--- src/rtl/mem_access_ctrl.sv ---
// MEM-stage load/store sequencer for a word-wide single-port DRAM without byte enables.
// One access in flight; sub-word stores are read-modify-write; all outputs registered.
module mem_access_ctrl #(
  parameter int ADDR_W = 16,
  parameter int RD_LAT = 1
) (
  input  logic              cpu_clk,
  input  logic              cpu_rst,
  input  logic              req_valid,
  output logic              req_ready,
  input  logic              req_we,
  input  logic [1:0]        req_size,
  input  logic              req_unsigned,
  input  logic [31:0]       req_addr,
  input  logic [31:0]       req_wdata,
  output logic              resp_valid,
  output logic [31:0]       resp_rdata,
  output logic              resp_misalign,
  output logic              busy,
  output logic [ADDR_W-1:0] dram_addr,
  output logic              dram_we,
  output logic [31:0]       dram_wdata,
  input  logic [31:0]       dram_rdata
);

  typedef enum logic [1:0] {IDLE, RD_WAIT, WRITE, RESP} state_t;

  state_t      state, state_nxt;
  logic [2:0]  cnt, cnt_nxt;
  logic        op_we, op_we_nxt;
  logic [1:0]  op_size, op_size_nxt;
  logic        op_uns, op_uns_nxt;
  logic [1:0]  op_off, op_off_nxt;
  logic [31:0] op_wdata, op_wdata_nxt;

  logic [ADDR_W-1:0] dram_addr_nxt;
  logic              dram_we_nxt;
  logic [31:0]       dram_wdata_nxt;
  logic              resp_valid_nxt;
  logic [31:0]       resp_rdata_nxt;
  logic              resp_misalign_nxt;

  logic accept;
  logic misalign;
  logic unused_addr_bits;

  assign accept   = req_valid & req_ready;
  assign misalign = ((req_size == 2'b01) & req_addr[0]) |
                    (req_size[1] & (req_addr[1:0] != 2'b00));
  assign unused_addr_bits = ^req_addr[31:ADDR_W+2];

  // size: 1x word, 01 half, 00 byte
  function automatic logic [31:0] load_extract(input logic [31:0] rd, input logic [1:0] sz,
                                               input logic [1:0] off, input logic uns);
    logic [3:0][7:0]  b;
    logic [1:0][15:0] h;
    logic [7:0]       bv;
    logic [15:0]      hv;
    b  = rd;
    h  = rd;
    bv = b[off];
    hv = h[off[1]];
    if (sz[1])      return rd;
    else if (sz[0]) return {{16{hv[15] & ~uns}}, hv};
    else            return {{24{bv[7] & ~uns}}, bv};
  endfunction

  function automatic logic [31:0] store_merge(input logic [31:0] rd, input logic [1:0] sz,
                                              input logic [1:0] off, input logic [31:0] wd);
    logic [3:0][7:0]  b;
    logic [1:0][15:0] h;
    b = rd;
    h = rd;
    b[off]    = wd[7:0];
    h[off[1]] = wd[15:0];
    if (sz[0]) return h;
    else       return b;
  endfunction

  always_comb begin
    state_nxt         = state;
    cnt_nxt           = cnt;
    op_we_nxt         = op_we;
    op_size_nxt       = op_size;
    op_uns_nxt        = op_uns;
    op_off_nxt        = op_off;
    op_wdata_nxt      = op_wdata;
    dram_addr_nxt     = dram_addr;
    dram_we_nxt       = 1'b0;
    dram_wdata_nxt    = dram_wdata;
    resp_valid_nxt    = 1'b0;
    resp_rdata_nxt    = '0;
    resp_misalign_nxt = 1'b0;
    case (state)
      IDLE: begin
        if (accept) begin
          op_we_nxt     = req_we;
          op_size_nxt   = req_size;
          op_uns_nxt    = req_unsigned;
          op_off_nxt    = req_addr[1:0];
          op_wdata_nxt  = req_wdata;
          dram_addr_nxt = req_addr[ADDR_W+1:2];
          if (misalign) begin
            state_nxt         = RESP;
            resp_valid_nxt    = 1'b1;
            resp_misalign_nxt = 1'b1;
          end else if (req_we && req_size[1]) begin
            state_nxt      = WRITE;
            dram_we_nxt    = 1'b1;
            dram_wdata_nxt = req_wdata;
          end else begin
            state_nxt = RD_WAIT;
            cnt_nxt   = 3'(RD_LAT);
          end
        end
      end
      RD_WAIT: begin
        // counter reaches 0 in the cycle dram_rdata is valid for our address
        if (cnt == 3'd0) begin
          if (op_we) begin
            state_nxt      = WRITE;
            dram_we_nxt    = 1'b1;
            dram_wdata_nxt = store_merge(dram_rdata, op_size, op_off, op_wdata);
          end else begin
            state_nxt      = RESP;
            resp_valid_nxt = 1'b1;
            resp_rdata_nxt = load_extract(dram_rdata, op_size, op_off, op_uns);
          end
        end else begin
          cnt_nxt = cnt - 3'd1;
        end
      end
      WRITE: begin
        state_nxt      = RESP;
        resp_valid_nxt = 1'b1;
      end
      RESP:    state_nxt = IDLE;
      default: state_nxt = IDLE;
    endcase
  end

  always_ff @(posedge cpu_clk) begin
    if (cpu_rst) begin
      state         <= IDLE;
      cnt           <= '0;
      op_we         <= 1'b0;
      op_size       <= '0;
      op_uns        <= 1'b0;
      op_off        <= '0;
      op_wdata      <= '0;
      req_ready     <= 1'b0;
      busy          <= 1'b0;
      dram_addr     <= '0;
      dram_we       <= 1'b0;
      dram_wdata    <= '0;
      resp_valid    <= 1'b0;
      resp_rdata    <= '0;
      resp_misalign <= 1'b0;
    end else begin
      state         <= state_nxt;
      cnt           <= cnt_nxt;
      op_we         <= op_we_nxt;
      op_size       <= op_size_nxt;
      op_uns        <= op_uns_nxt;
      op_off        <= op_off_nxt;
      op_wdata      <= op_wdata_nxt;
      req_ready     <= (state_nxt == IDLE);
      busy          <= (state_nxt != IDLE);
      dram_addr     <= dram_addr_nxt;
      dram_we       <= dram_we_nxt;
      dram_wdata    <= dram_wdata_nxt;
      resp_valid    <= resp_valid_nxt;
      resp_rdata    <= resp_rdata_nxt;
      resp_misalign <= resp_misalign_nxt;
    end
  end

endmodule

--- config.mk ---
export PLATFORM = sky130hd
export DESIGN_NAME = mem_access_ctrl
export DESIGN_NICKNAME = d
export VERILOG_FILES = /design/src/rtl/mem_access_ctrl.sv
export SDC_FILE = /design/constraint.sdc
export NUM_CORES = 1
export LEC_CHECK = 0
export ABC_CLOCK_PERIOD_IN_PS = 2100
export CORE_ASPECT_RATIO = 1.4
export CORE_MARGIN = 1.5
export CORE_UTILIZATION = 45
export DETAILED_ROUTE_END_ITERATION = 10
export PLACE_DENSITY = 0.8
export SETUP_SLACK_MARGIN = 0.4
export SLEW_MARGIN = 20
export SYNTH_ARGS = -nofsm -noshare
export SYNTH_HDL_FRONTEND = slang
export SYNTH_SLANG_ARGS = --single-unit
--- constraint.sdc ---
create_clock -name cpu_clk -period 2.1 [get_ports cpu_clk]
set_input_delay 0.63 -clock cpu_clk [delete_from_list [all_inputs] [get_ports cpu_clk]]
set_output_delay 0.63 -clock cpu_clk [all_outputs]
set_load 0.1 [all_outputs]
Word-level counts from Yosys, hierarchy flattened
Cells that the tools add are included.
Storage, ports and cells
  register bits: 112
  input port bits: 103
  output and inout bits: 85
  word-level logic and storage cells: 96
Operators by class
  add/subtract/negate cells: 1
  order comparisons: 4
  eq/ne operators: 11
  muxes and demuxes: 41
  bitwise logic cells: 10
  reduce and logical (&&, ||, !) cells: 14
Operators with widths (count)
  $mux W32: 8
  $bwmux W32: 2
  $pmux W32 S2: 1
  $mux W16: 3
  $bmux W8 S2: 1
  $demux W16 S1: 1
  $demux W8 S2: 1
  $mux W8: 2
  $ne A2 B2 Y1 const B: 7
  $mux W3: 4
  $mux W1: 10
  $mux W2: 4
  $pmux W2 S4: 1
  $pmux W3 S2: 1
  $reduce_and A6 Y1: 1
  $reduce_bool A2 Y1: 3
  $and A1 B1 Y1: 5
  $reduce_and A5 Y1: 1
  $eq A2 B1 Y1 const B: 2
  $eq A2 B2 Y1 const B: 2
  $logic_not A2 Y1: 2
  $not A1 Y1: 4
  $reduce_or A4 Y1: 1
  $logic_and A1 B1 Y1: 3
  other kinds (11): 11

Longest topological paths before layout
Gate-level depths: netlist of run 1.
  word-level depth: 9
  mapped depth: 9
  depth with buffers taken out: 7

Worst setup path before layout of run 1
OpenSTA, ideal clock, no wires.
  kind: register -> register
  start: register req_ready
  end: register dram_wdata[12]
  setup time: 86 ps
  arrival: 2044 ps
  data required time: 2014 ps
  path slack: -30 ps
  cell stages (with the launch flop): 6
  buffers on the path: 1
  clock period less this slack: 2130 ps
  cells stage by stage: dfxtp_1 -> and4bb_2 -> a32o_1 -> buf_2 -> nor2_1 -> a211oi_1
On the way
  cells in the longest elaborated chain, start to end: 3
RTL lines
  from (decl): line 10  | output logic req_ready,
  from (signal assigned): line 167  | req_ready <= (state_nxt == IDLE);
  $and A1 B1 Y1: line 47  | assign accept = req_valid & req_ready;
  $ne A2 B2 Y1 (no source line)
  $reduce_and A6 Y1 (no source line)
  to (signal assigned): line 171  | dram_wdata <= dram_wdata_nxt;
  to (decl): line 22  | output logic [31:0] dram_wdata,
No other way between the ends.
A chain may end at the register's enable or synchronous reset.

Final worst setup path of run 1
  start: input port req_we
  end: register dram_wdata[7]
On the way
  cells in the longest elaborated chain, start to end: 3
RTL lines
  from (decl): line 11  | input logic req_we,
  $logic_and A1 B1 Y1: line 107  | end else if (req_we && req_size[1]) begin
  $ne A2 B2 Y1 (no source line)
  $reduce_and A6 Y1 (no source line)
No other way between the ends.

==> results.toml, run 1 <==
[outcome]
status = "completed"

[synthesis]
yosysWarnings = 0
ys_async_sr_fraction_pct = 0
syn_nets = 742
netlist_area_um2 = 5320
syn-instance-count = 637
avgSynthCellArea_um2 = 8.34
synth_cell_types = 51
synth_ff_type = "dfxtp_1"
synth_edf_count = 0
synth-seq-area-share_pct = 42.2
ys_ff_latch = 112

[pwr]
p_sw_share_pct = 43.4
seq_power_share_pct = 29.6
leakage_uw = 0.00344
p_comb_share_pct = 50.0
power.internal_uw = 5170
vdd_drop_max_uv = 956
power_frac_clock_pct = 20.4
power_density_nw_per_um2 = 980
p_sw_uw = 3960

[drt]
drc = 0
ant_nets = 0
vias = 6087
firstDrtPassIters = 6
wl_per_cell_um = 21.6
detail_route.iter0.violations = 614
viasPerCell = 6.19
wirelength_mm = 21.2

[timing]
clock_skew_ns = 0.0121
finalSetupViolations = 0
timing.final.crit_share_pct = 89.9
whs_ns = 0.466
worst_pin_slew_ns = 0.526
grt_setup_unrepaired = "true"
slew_viol_final = 0
max_freq_ghz = 0.530
relSlewSlack_pct = 64.7
period_needed_ns = 1.89
finalHoldViolCount = 0
post-route-worst-setup-slack_ns = 0.212

[placed_design]
gp_congestion = 0.913
dp_hpwl_mm = 13.0
pre_cts_ws_ns = -0.225
dpl_cell_area_um2 = 8040
portBuffers = 173

[cells_and_area]
mostFrequentLayoutCells = "106 x nand2_1, 105 x dfxtp_1, 80 x buf_12"
stdcell_area_um2 = 9310
final_common_cell = "nand2_1"
drive_gt1_share_pct = 33.6
layout.nets = 940
ff_latch_area_um2 = 2260
area_growth_syn_to_layout_pct = 75.2
antenna_cells = 0
fillerInstances = 653
multi_input_area_um2 = 3150

[clock_network]
cts.sinks = 112
numCtsBuffers = 9
ctsHoldBuffers = 0
cts_tree = "yes"
clk_latency_ns = 0.36
clk_pin_slew_ns = 0.08
clockRootBuffer = "clkbuf_16"
clockBufferDepth = 2
cts.htree.levels = 3

[critical_path]
r2r_cells = 10
cp_max_fo = 10
r2r_slack_ns = 0.22
crit_type = "in -> reg"
worstReg2RegStart = "cnt[1]"
endpoint_kind = "flop"
arrival_ns = 2.16
start_kind = "primary input"
required_ns = 2.37
reg2reg_to = "dram_wdata[9]"

[global_routing]
grt_max_degree = 70
grt_overflow = 0
grt_pass1_vias = 5947
grtUsageTotal_pct = 32.5
grt_pass1_wl_mm = 31.3
antenna_found_initial = 0

[floorplanning]
core_um2 = 11400
dieArea_um2 = 12500
die_x_um = 94.9
initial_core_util_pct = 46.6
pin_count = 188
dieHeight_um = 132
row_count = 46

[hold_path]
hold_path_class = "reg -> reg"
hold_start = "op_wdata[13]"
min_to = "op_wdata[13]"
whs_path_depth = 2

[run]
timing.max_cap.violations = 0
## through the flow
stage / cells / TNS (ns) / utilization [%] / total power, µW
after CTS: 976 / 0 / 79.0 / 8790
after global placement: 933 / -5.78 / 70.5 / 6520
after global routing: 984 / 0 / 81.7 / 9430
after detailed placement: 933 / -7.65 / 70.5 / 6610
final: 984 / 0 / 81.7 / 9120
after floorplan: 637 / 0 / - / 5250
## cells by family after synthesis
family	after synthesis	synth area share, %
compound gates	228	28.8
fa+ha+maj	2	0.471
buf+inv	77	6.57
flops	112	42.2
mux	10	3.55
simple gates	208	18.5
## area by class of cell
cell class	count	share of cell area (%)
Timing Repair inverter	1	0.0538
Inverter	14	0.605
Timing Repair Buffer	248	35.9
Sequential cell	112	24.2
Tap cell	144	1.94
Multi-Input combinational cell	449	33.8
Clock inverter	5	0.927
Clock buffer	11	2.50
## power groups by stage
stage / Combinational [µW] / Sequential, µW / Clock [µW]
after global routing: 4740 / 2720 / 1960
after CTS: 4250 / 2680 / 1860
after floorplan: 1480 / 3770 / 0
after detailed placement: 3900 / 2710 / 0
after global placement: 3830 / 2690 / 0
final: 4560 / 2700 / 1860
## synth_stat cells (2+ instances only)
| master | count | share of area (%) |
|---|---|---|
| a21o_1 | 2 | 0.28 |
| nor2_1 | 47 | 3.3 |
| inv_1 | 14 | 0.99 |
| buf_1 | 4 | 0.28 |
| nand2b_1 | 4 | 0.47 |
| a221oi_1 | 2 | 0.33 |
| nor3_2 | 7 | 1.3 |
| o211ai_1 | 16 | 2.3 |
| o21ai_0 | 28 | 2.6 |
| a22o_1 | 7 | 1.2 |
| nand2_1 | 108 | 7.6 |
| a21oi_1 | 92 | 8.7 |
| a211o_1 | 2 | 0.33 |
| a31o_2 | 8 | 1.3 |
| o221ai_1 | 8 | 1.3 |
| or3_1 | 4 | 0.47 |
| a21boi_0 | 9 | 1.3 |
| o22ai_1 | 7 | 0.82 |
| buf_6 | 5 | 1.1 |
| a211oi_1 | 17 | 2.4 |
| mux2i_1 | 2 | 0.38 |
| nor2b_1 | 9 | 1.1 |
| ha_1 | 2 | 0.47 |
| o41ai_1 | 8 | 1.3 |
| and4bb_2 | 2 | 0.47 |
| buf_2 | 15 | 1.4 |
| a221oi_2 | 6 | 1.7 |
| or2_2 | 2 | 0.24 |
| nand3b_1 | 9 | 1.3 |
| clkbuf_1 | 38 | 2.7 |
| a311oi_1 | 8 | 1.3 |
| nor3b_1 | 8 | 1.1 |
| dfxtp_1 | 112 | 42 |
| nor3_1 | 2 | 0.19 |
| mux4_2 | 7 | 3.0 |
## state kept, by name, summed over array words and instances, names as in the netlist, 2 cells and up
name        count
op_off          2
op_size         2
op_wdata       16
state           2
resp_rdata     32
dram_wdata     32
dram_addr      16
cnt             3
## worst max path at each step
stage / startpoint / to / slack, ns / cells after the start
floorplan: cnt[1] / resp_rdata[14] / 0.35 / 9
global route: cnt[0] / dram_wdata[15] / 0.16 / 10
detailed placement: req_addr[1] / dram_wdata[31] / -0.22 / 6
global placement: dram_rdata[15] / resp_rdata[23] / -0.13 / 5
CTS: cnt[0] / dram_wdata[15] / 0.30 / 10
finish: req_we / dram_wdata[7] / 0.21 / 8
## layer usage
layer,share of wire [%],GRT usage (%),vias up
met5,0,0,-
met4,6.2,17.3,0
met3,8.2,5.73,103
met2,51,54.7,422
met1,35,38.4,2874
li1,-,-,2688
## critical path: stages
cell and delay [ns]:
dlygate4sd2_1 0.26, and4bb_2 0.32, a32oi_4 0.09, buf_6 0.15
buf_6 0.11, buf_12 0.13, buf_16 0.15, o41ai_4 0.30
## timing repair
| action | 4_1_cts | 5_1_grt |
|---|---|---|
| resized for setup | 72 | 44 |
| buffers inserted | 16 | 5 |
| setup endpoints to repair | 100 | 67 |
| pin swaps | 30 | 8 |
| cloned | 11 | 3 |
Note: power is estimated with default switching activity, not from simulation.
==> run 2: changes to the inputs <==
--- a/config.mk
+++ b/config.mk
@@ -9,6 +9,7 @@
 export CORE_ASPECT_RATIO = 1.4
 export CORE_MARGIN = 1.5
 export CORE_UTILIZATION = 45
+export CTS_BUF_LIST = sky130_fd_sc_hd__clkbuf_8 sky130_fd_sc_hd__clkbuf_16
 export DETAILED_ROUTE_END_ITERATION = 10
 export PLACE_DENSITY = 0.8
 export SETUP_SLACK_MARGIN = 0.4
==> constraint.sdc (replaced) <==
create_clock -name cpu_clk -period 2.1 [get_ports cpu_clk]
set_input_delay 0.42 -clock cpu_clk [delete_from_list [all_inputs] [get_ports cpu_clk]]
set_output_delay 0.42 -clock cpu_clk [all_outputs]
set_load 0.1 [all_outputs]
==> run 2 against run 1 <==
Compared with the run above: count of clock-buffer cells in the layout decreased by 1; first-iteration DRC count fell by 28%; combinational power fell by 17%; worst setup slack gained 0.12 ns; clock skew decreased by 0.0071 ns; non-clock buffer count fell by 33; final cell count is 3.5% lower; final area down 16%.
==> results.toml, run 2 (synthesis results as in run 1) <==
[critical_path]
path_cells = "inv_2 -> ha_4 -> ha_4 -> buf_6 -> buf_6 -> a32o_2 -> buf_12 -> nor2_2 -> a211oi_2"
reg2reg_to = "dram_wdata[30]"
cp_max_fo = 15
start_kind = "flop"
slowest_delay_ns = 0.35
endpoint_kind = "flop"
r2r_slack_ns = 0.33
cpMaxStageDelayCell = "dfxtp_2"
crit_path_start = "cnt[0]"
crit_type = "reg -> reg"
required_ns = 2.32
arrival_ns = 1.99
r2r_cells = 9
worstReg2RegStart = "cnt[0]"

[clock_network]
clk_latency_ns = 0.35
clockBufferDepth = 2
ctsHoldBuffers = 0
clockRootBuffer = "clkbuf_16"
cts.htree.levels = 3
clk_pin_slew_ns = 0.07
numCtsBuffers = 9
cts.sinks = 112
cts_tree = "yes"

[timing]
timing.final.crit_share_pct = 84.1
clock_skew_ns = 0.00499
whs_ns = 0.457
relSlewSlack_pct = 67.4
slew_viol_final = 0
max_freq_ghz = 0.566
grt_setup_unrepaired = "true"
period_needed_ns = 1.77
finalSetupViolations = 0
worst_pin_slew_ns = 0.486
finalHoldViolCount = 0

[cells_and_area]
fillerInstances = 895
final_common_cell = "buf_4"
drive_gt1_share_pct = 30.3
mostFrequentLayoutCells = "112 x buf_4, 108 x nand2_1, 105 x dfxtp_1"
largestRegisters = "dram_wdata (32), resp_rdata (32)"
area_growth_syn_to_layout_pct = 46.9
layout.nets = 906
antenna_cells = 0

[floorplanning]
core_um2 = 11400
dieArea_um2 = 12500
pin_count = 188
dieHeight_um = 132
row_count = 46
die_x_um = 94.9
initial_core_util_pct = 46.6

[drt]
drc = 0
firstDrtPassIters = 5
detail_route.iter0.violations = 441
ant_nets = 0
viasPerCell = 5.85
wirelength_mm = 17.6
vias = 5557
wl_per_cell_um = 18.5

[hold_path]
min_to = "dram_addr[9]"
hold_start = "dram_addr[9]"
whs_path_depth = 2
hold_path_class = "reg -> reg"

[global_routing]
grt_pass1_vias = 5357
grt_pass1_wl_mm = 26.8
grt_overflow = 0
grtUsageTotal_pct = 27.3
antenna_found_initial = 0
grt_max_degree = 41

[pwr]
leakage_uw = 0.00298
power_uw = 8160
vdd_drop_max_uv = 1130
power_density_nw_per_um2 = 1040

[placed_design]
gp_congestion = 0.904
dp_hpwl_mm = 12.2
portBuffers = 173

[outcome]
status = "completed"

[run]
timing.max_cap.violations = 0
## run 2: changes by cell type in the layout (fill, tap and decap cells not counted), moves of 6 or more
cell / previous run / this run
buf_4: 58 / 112
buf_16: 8 / 2
a21oi_2: 16 / 7
buf_12: 80 / 6
a21oi_1: 72 / 85
## run 2: metrics by stage
| stage | instances | util (%) | TNS [ns] | instance area, µm² | worst slack [ns] |
|---|---|---|---|---|---|
| after detailed placement | 921 | 61.3 | -0.499 | 6990 | -0.0708 |
| after global placement | 921 | 61.3 | 0 | 6990 | 0.0330 |
| final | 950 | 68.5 | 0 | 7810 | 0.334 |
| after floorplan | 637 | - | 0 | 5340 | 0.352 |
| after global routing | 950 | 68.5 | 0 | 7810 | 0.278 |
| after CTS | 946 | 66.3 | 0 | 7560 | 0.361 |
## run 2: worst max path at each step
stage	endpoint	slack [ns]	depth (start not counted)
final	dram_wdata[30]	0.33	9
after global routing	resp_rdata[13]	0.28	8
after CTS	dram_wdata[30]	0.36	9
after detailed placement	dram_wdata[30]	-0.07	6
after global placement	resp_rdata[22]	0.03	6
after floorplan	resp_rdata[14]	0.35	9
## run 2: report_power, final
group / internal (µW) / switching (µW)
registers: 2390 / 209
logic: 1180 / 2620
clock network: 965 / 789
## run 2: area by class of cell
class / instances / area (µm²) / area share, %
clock buffers: 10 / 239 / 3.06
clock inverters: 6 / 66.3 / 0.849
inverters: 14 / 56.3 / 0.721
multi-input cells: 448 / 3020 / 38.7
flip-flops and latches: 112 / 2260 / 28.9
well taps: 144 / 180 / 2.31
repair buffers: 215 / 1980 / 25.4
repair inverters: 1 / 5.00 / 0.0641
## run 2: critical path: cells and delay by family (launching register included)
kind	cells	cell delay, ns
DFF	1	0.35
AOI/OAI and AO/OA	2	0.39
and+or+nand+nor	1	0.12
adders and majority gates	2	0.32
buffers and inverters	4	0.46
## run 2: timing repair
| item | in CTS | in global routing |
|---|---|---|
| gates resized for setup | 36 | 47 |
| buffers inserted | 6 | 2 |
| pin swaps | 20 | 10 |
| endpoints found under the setup margin | 56 | 66 |
| gates cloned | 3 | 2 |
## run 2: per-layer routing
metal | part of all wire (%) | GRT usage, % | up-vias
li1 | - | - | 2613
met1 | 38 | 32.5 | 2613
met2 | 50 | 45.0 | 282
met3 | 8.0 | 5.61 | 49
met4 | 4.2 | 14.8 | 0
met5 | 0 | 0 | -
==> run 3: changes to the inputs <==
--- a/config.mk
+++ b/config.mk
@@ -5,13 +5,13 @@
 export SDC_FILE = /design/constraint.sdc
 export NUM_CORES = 1
 export LEC_CHECK = 0
-export ABC_CLOCK_PERIOD_IN_PS = 2100
+export ABC_CLOCK_PERIOD_IN_PS = 1500
 export CORE_ASPECT_RATIO = 1.4
 export CORE_MARGIN = 1.5
-export CORE_UTILIZATION = 45
+export CORE_UTILIZATION = 41
 export CTS_BUF_LIST = sky130_fd_sc_hd__clkbuf_8 sky130_fd_sc_hd__clkbuf_16
 export DETAILED_ROUTE_END_ITERATION = 10
-export PLACE_DENSITY = 0.8
+export PLACE_DENSITY = 0.77
 export SETUP_SLACK_MARGIN = 0.4
 export SLEW_MARGIN = 20
 export SYNTH_ARGS = -nofsm -noshare
==> constraint.sdc (replaced) <==
create_clock -name cpu_clk -period 1.5 [get_ports cpu_clk]
set_input_delay 0.3 -clock cpu_clk [delete_from_list [all_inputs] [get_ports cpu_clk]]
set_output_delay 0.3 -clock cpu_clk [all_outputs]
set_load 0.1 [all_outputs]
==> run 3 against run 2 <==
Compared with the run above: the flow now finishes with violations (negative setup slack); non-clock buffer count increased by 126; final area increased by 43%; via count increased by 27%; worst setup slack got worse by 0.74 ns; wire length increased by 65%; utilization increased by 19 points; critical endpoint is now dram_wdata[9]; largest cell class is now buffers.
==> results.toml, run 3 (synthesis results as in run 1) <==
[critical_path]
worstReg2RegStart = "state[0]"
endpoint_kind = "flop"
start_kind = "flop"
crit_type = "reg -> reg"
arrival_ns = 2.16
required_ns = 1.76
cp_max_fo = 6
r2r_slack_ns = -0.41
crit_path_start = "state[0]"

[cells_and_area]
largestRegisters = "dram_wdata (32), resp_rdata (32)"
drive_gt1_share_pct = 59.8
fin_cells = 1084
utilization_pct = 87.5
final_common_cell = "buf_12"
fillerInstances = 549
mostFrequentLayoutCells = "104 x buf_12, 103 x buf_4, 85 x clkdlybuf4s50_1"
area_growth_syn_to_layout_pct = 110
antenna_cells = 0
layout.nets = 1031

[outcome]
violations = "negative setup slack"
status = "complete, but fails checks"

[drt]
drc = 0
detail_route.iter0.violations = 709
firstDrtPassIters = 6
wl_per_cell_um = 26.9
vias = 7034
ant_nets = 0
wirelength_mm = 29.1
viasPerCell = 6.49

[floorplanning]
row_count = 49
die_x_um = 99.2
initial_core_util_pct = 41.7
dieArea_um2 = 13700
pin_count = 188
dieHeight_um = 138
core_um2 = 12800

[pwr]
leakage_uw = 0.00425
power_density_nw_per_um2 = 1360
vdd_drop_max_uv = 1630

[global_routing]
grt_overflow = 0
antenna_found_initial = 0
grt_pass1_wl_mm = 38.0
grt_pass1_vias = 6804
grtUsageTotal_pct = 36.5
grt_max_degree = 73

[timing]
finalSetupViolations = 104
relSlewSlack_pct = 56.5
max_freq_ghz = 0.524
post-route-worst-setup-slack_ns = -0.409
finalHoldViolCount = 0
slew_viol_final = 0
grt_setup_unrepaired = "true"
period_needed_ns = 1.91
worst_pin_slew_ns = 0.650
final.setup.tns_ns = -22.60
timing.final.crit_share_pct = 127
clock_skew_ns = 0.0113

[clock_network]
cts.htree.levels = 3
clk_pin_slew_ns = 0.08
numCtsBuffers = 9
clk_latency_ns = 0.36
clockRootBuffer = "clkbuf_16"
clockBufferDepth = 2
cts_tree = "yes"
cts.sinks = 112

[placed_design]
dp.cells = 986
dp_hpwl_mm = 14.3
gp_congestion = 0.894
portBuffers = 173
pre_cts_ws_ns = -0.563

[hold_path]
hold_start = "req_we"
hold_path_class = "in -> reg"

[run]
timing.max_cap.violations = 0
-- run 3: changes by cell type in the layout (fill, tap and decap cells not counted), sizes merged --
cell / delta
clkinv: +1
dlygate4sd2: -3
bufbuf: +1
inv: +1
clkinvlp: -2
bufinv: -1
clkdlybuf4s50: +2
dlymetal6s2s: +1
buf: +125
-- run 3: cell type report --
cell class	instances	area [µm²]	area share [%]
multi-input combinational	448	3660	32.8
clock inverter	6	41.3	0.370
clock buffer	10	239	2.14
inverter	14	52.6	0.471
tap	153	191	1.72
timing repair buffer	341	4570	40.9
sequential	112	2410	21.6
-- run 3: final timing paths --
path,endpoint,depth (start not counted)
min reg2reg,cnt[2],2
max reg2reg,dram_wdata[9],8
min,op_we,3
max,dram_wdata[9],8
-- run 3: through the flow --
stage          total power, µW  instance area [µm²]  hold WS, ns
3_5_place_dp              9910                 8740        0.452
5_1_grt                  15500                11200        0.366
3_3_place_gp              9780                 8740        0.445
4_1_cts                  14100                10700        0.350
2_1_floorplan             7550                 5570        0.428
6_report                 15100                11200        0.370
-- run 3: repair_timing --
action | 4_1_cts | 5_1_grt
endpoints found under the setup margin | 197 | 197
buffers inserted | 44 | 19
pin swaps | 92 | 28
resized for setup | 213 | 75
hold buffers | 0 | 0
gates cloned | 18 | 1
-- run 3: worst max-delay path, stage by stage, from the launching register on --
cell and delay, ns:
dfxtp_2 0.36, buf_6 0.11, buf_6 0.12, nor2b_4 0.25, a32o_2 0.33, buf_6 0.17
buf_16 0.15, nor2_2 0.05, a211oi_2 0.25
-- run 3: where the power goes --
part	total [µW]	switching [µW]	internal, µW	leakage [µW]
logic	8940	5070	3870	0.00315
registers	3800	410	3390	0.000957
clock network	2390	1210	1180	0.000143
total	15100	6700	8440	0.00425
-- run 3: per-layer routing --
layer	share of wire [%]	track usage [%]	wire length [µm]
met1	33	38.9	9480
met2	50	65.2	14600
met3	8.2	6.54	2380
met4	9.3	25.0	2720
met5	0	0	0
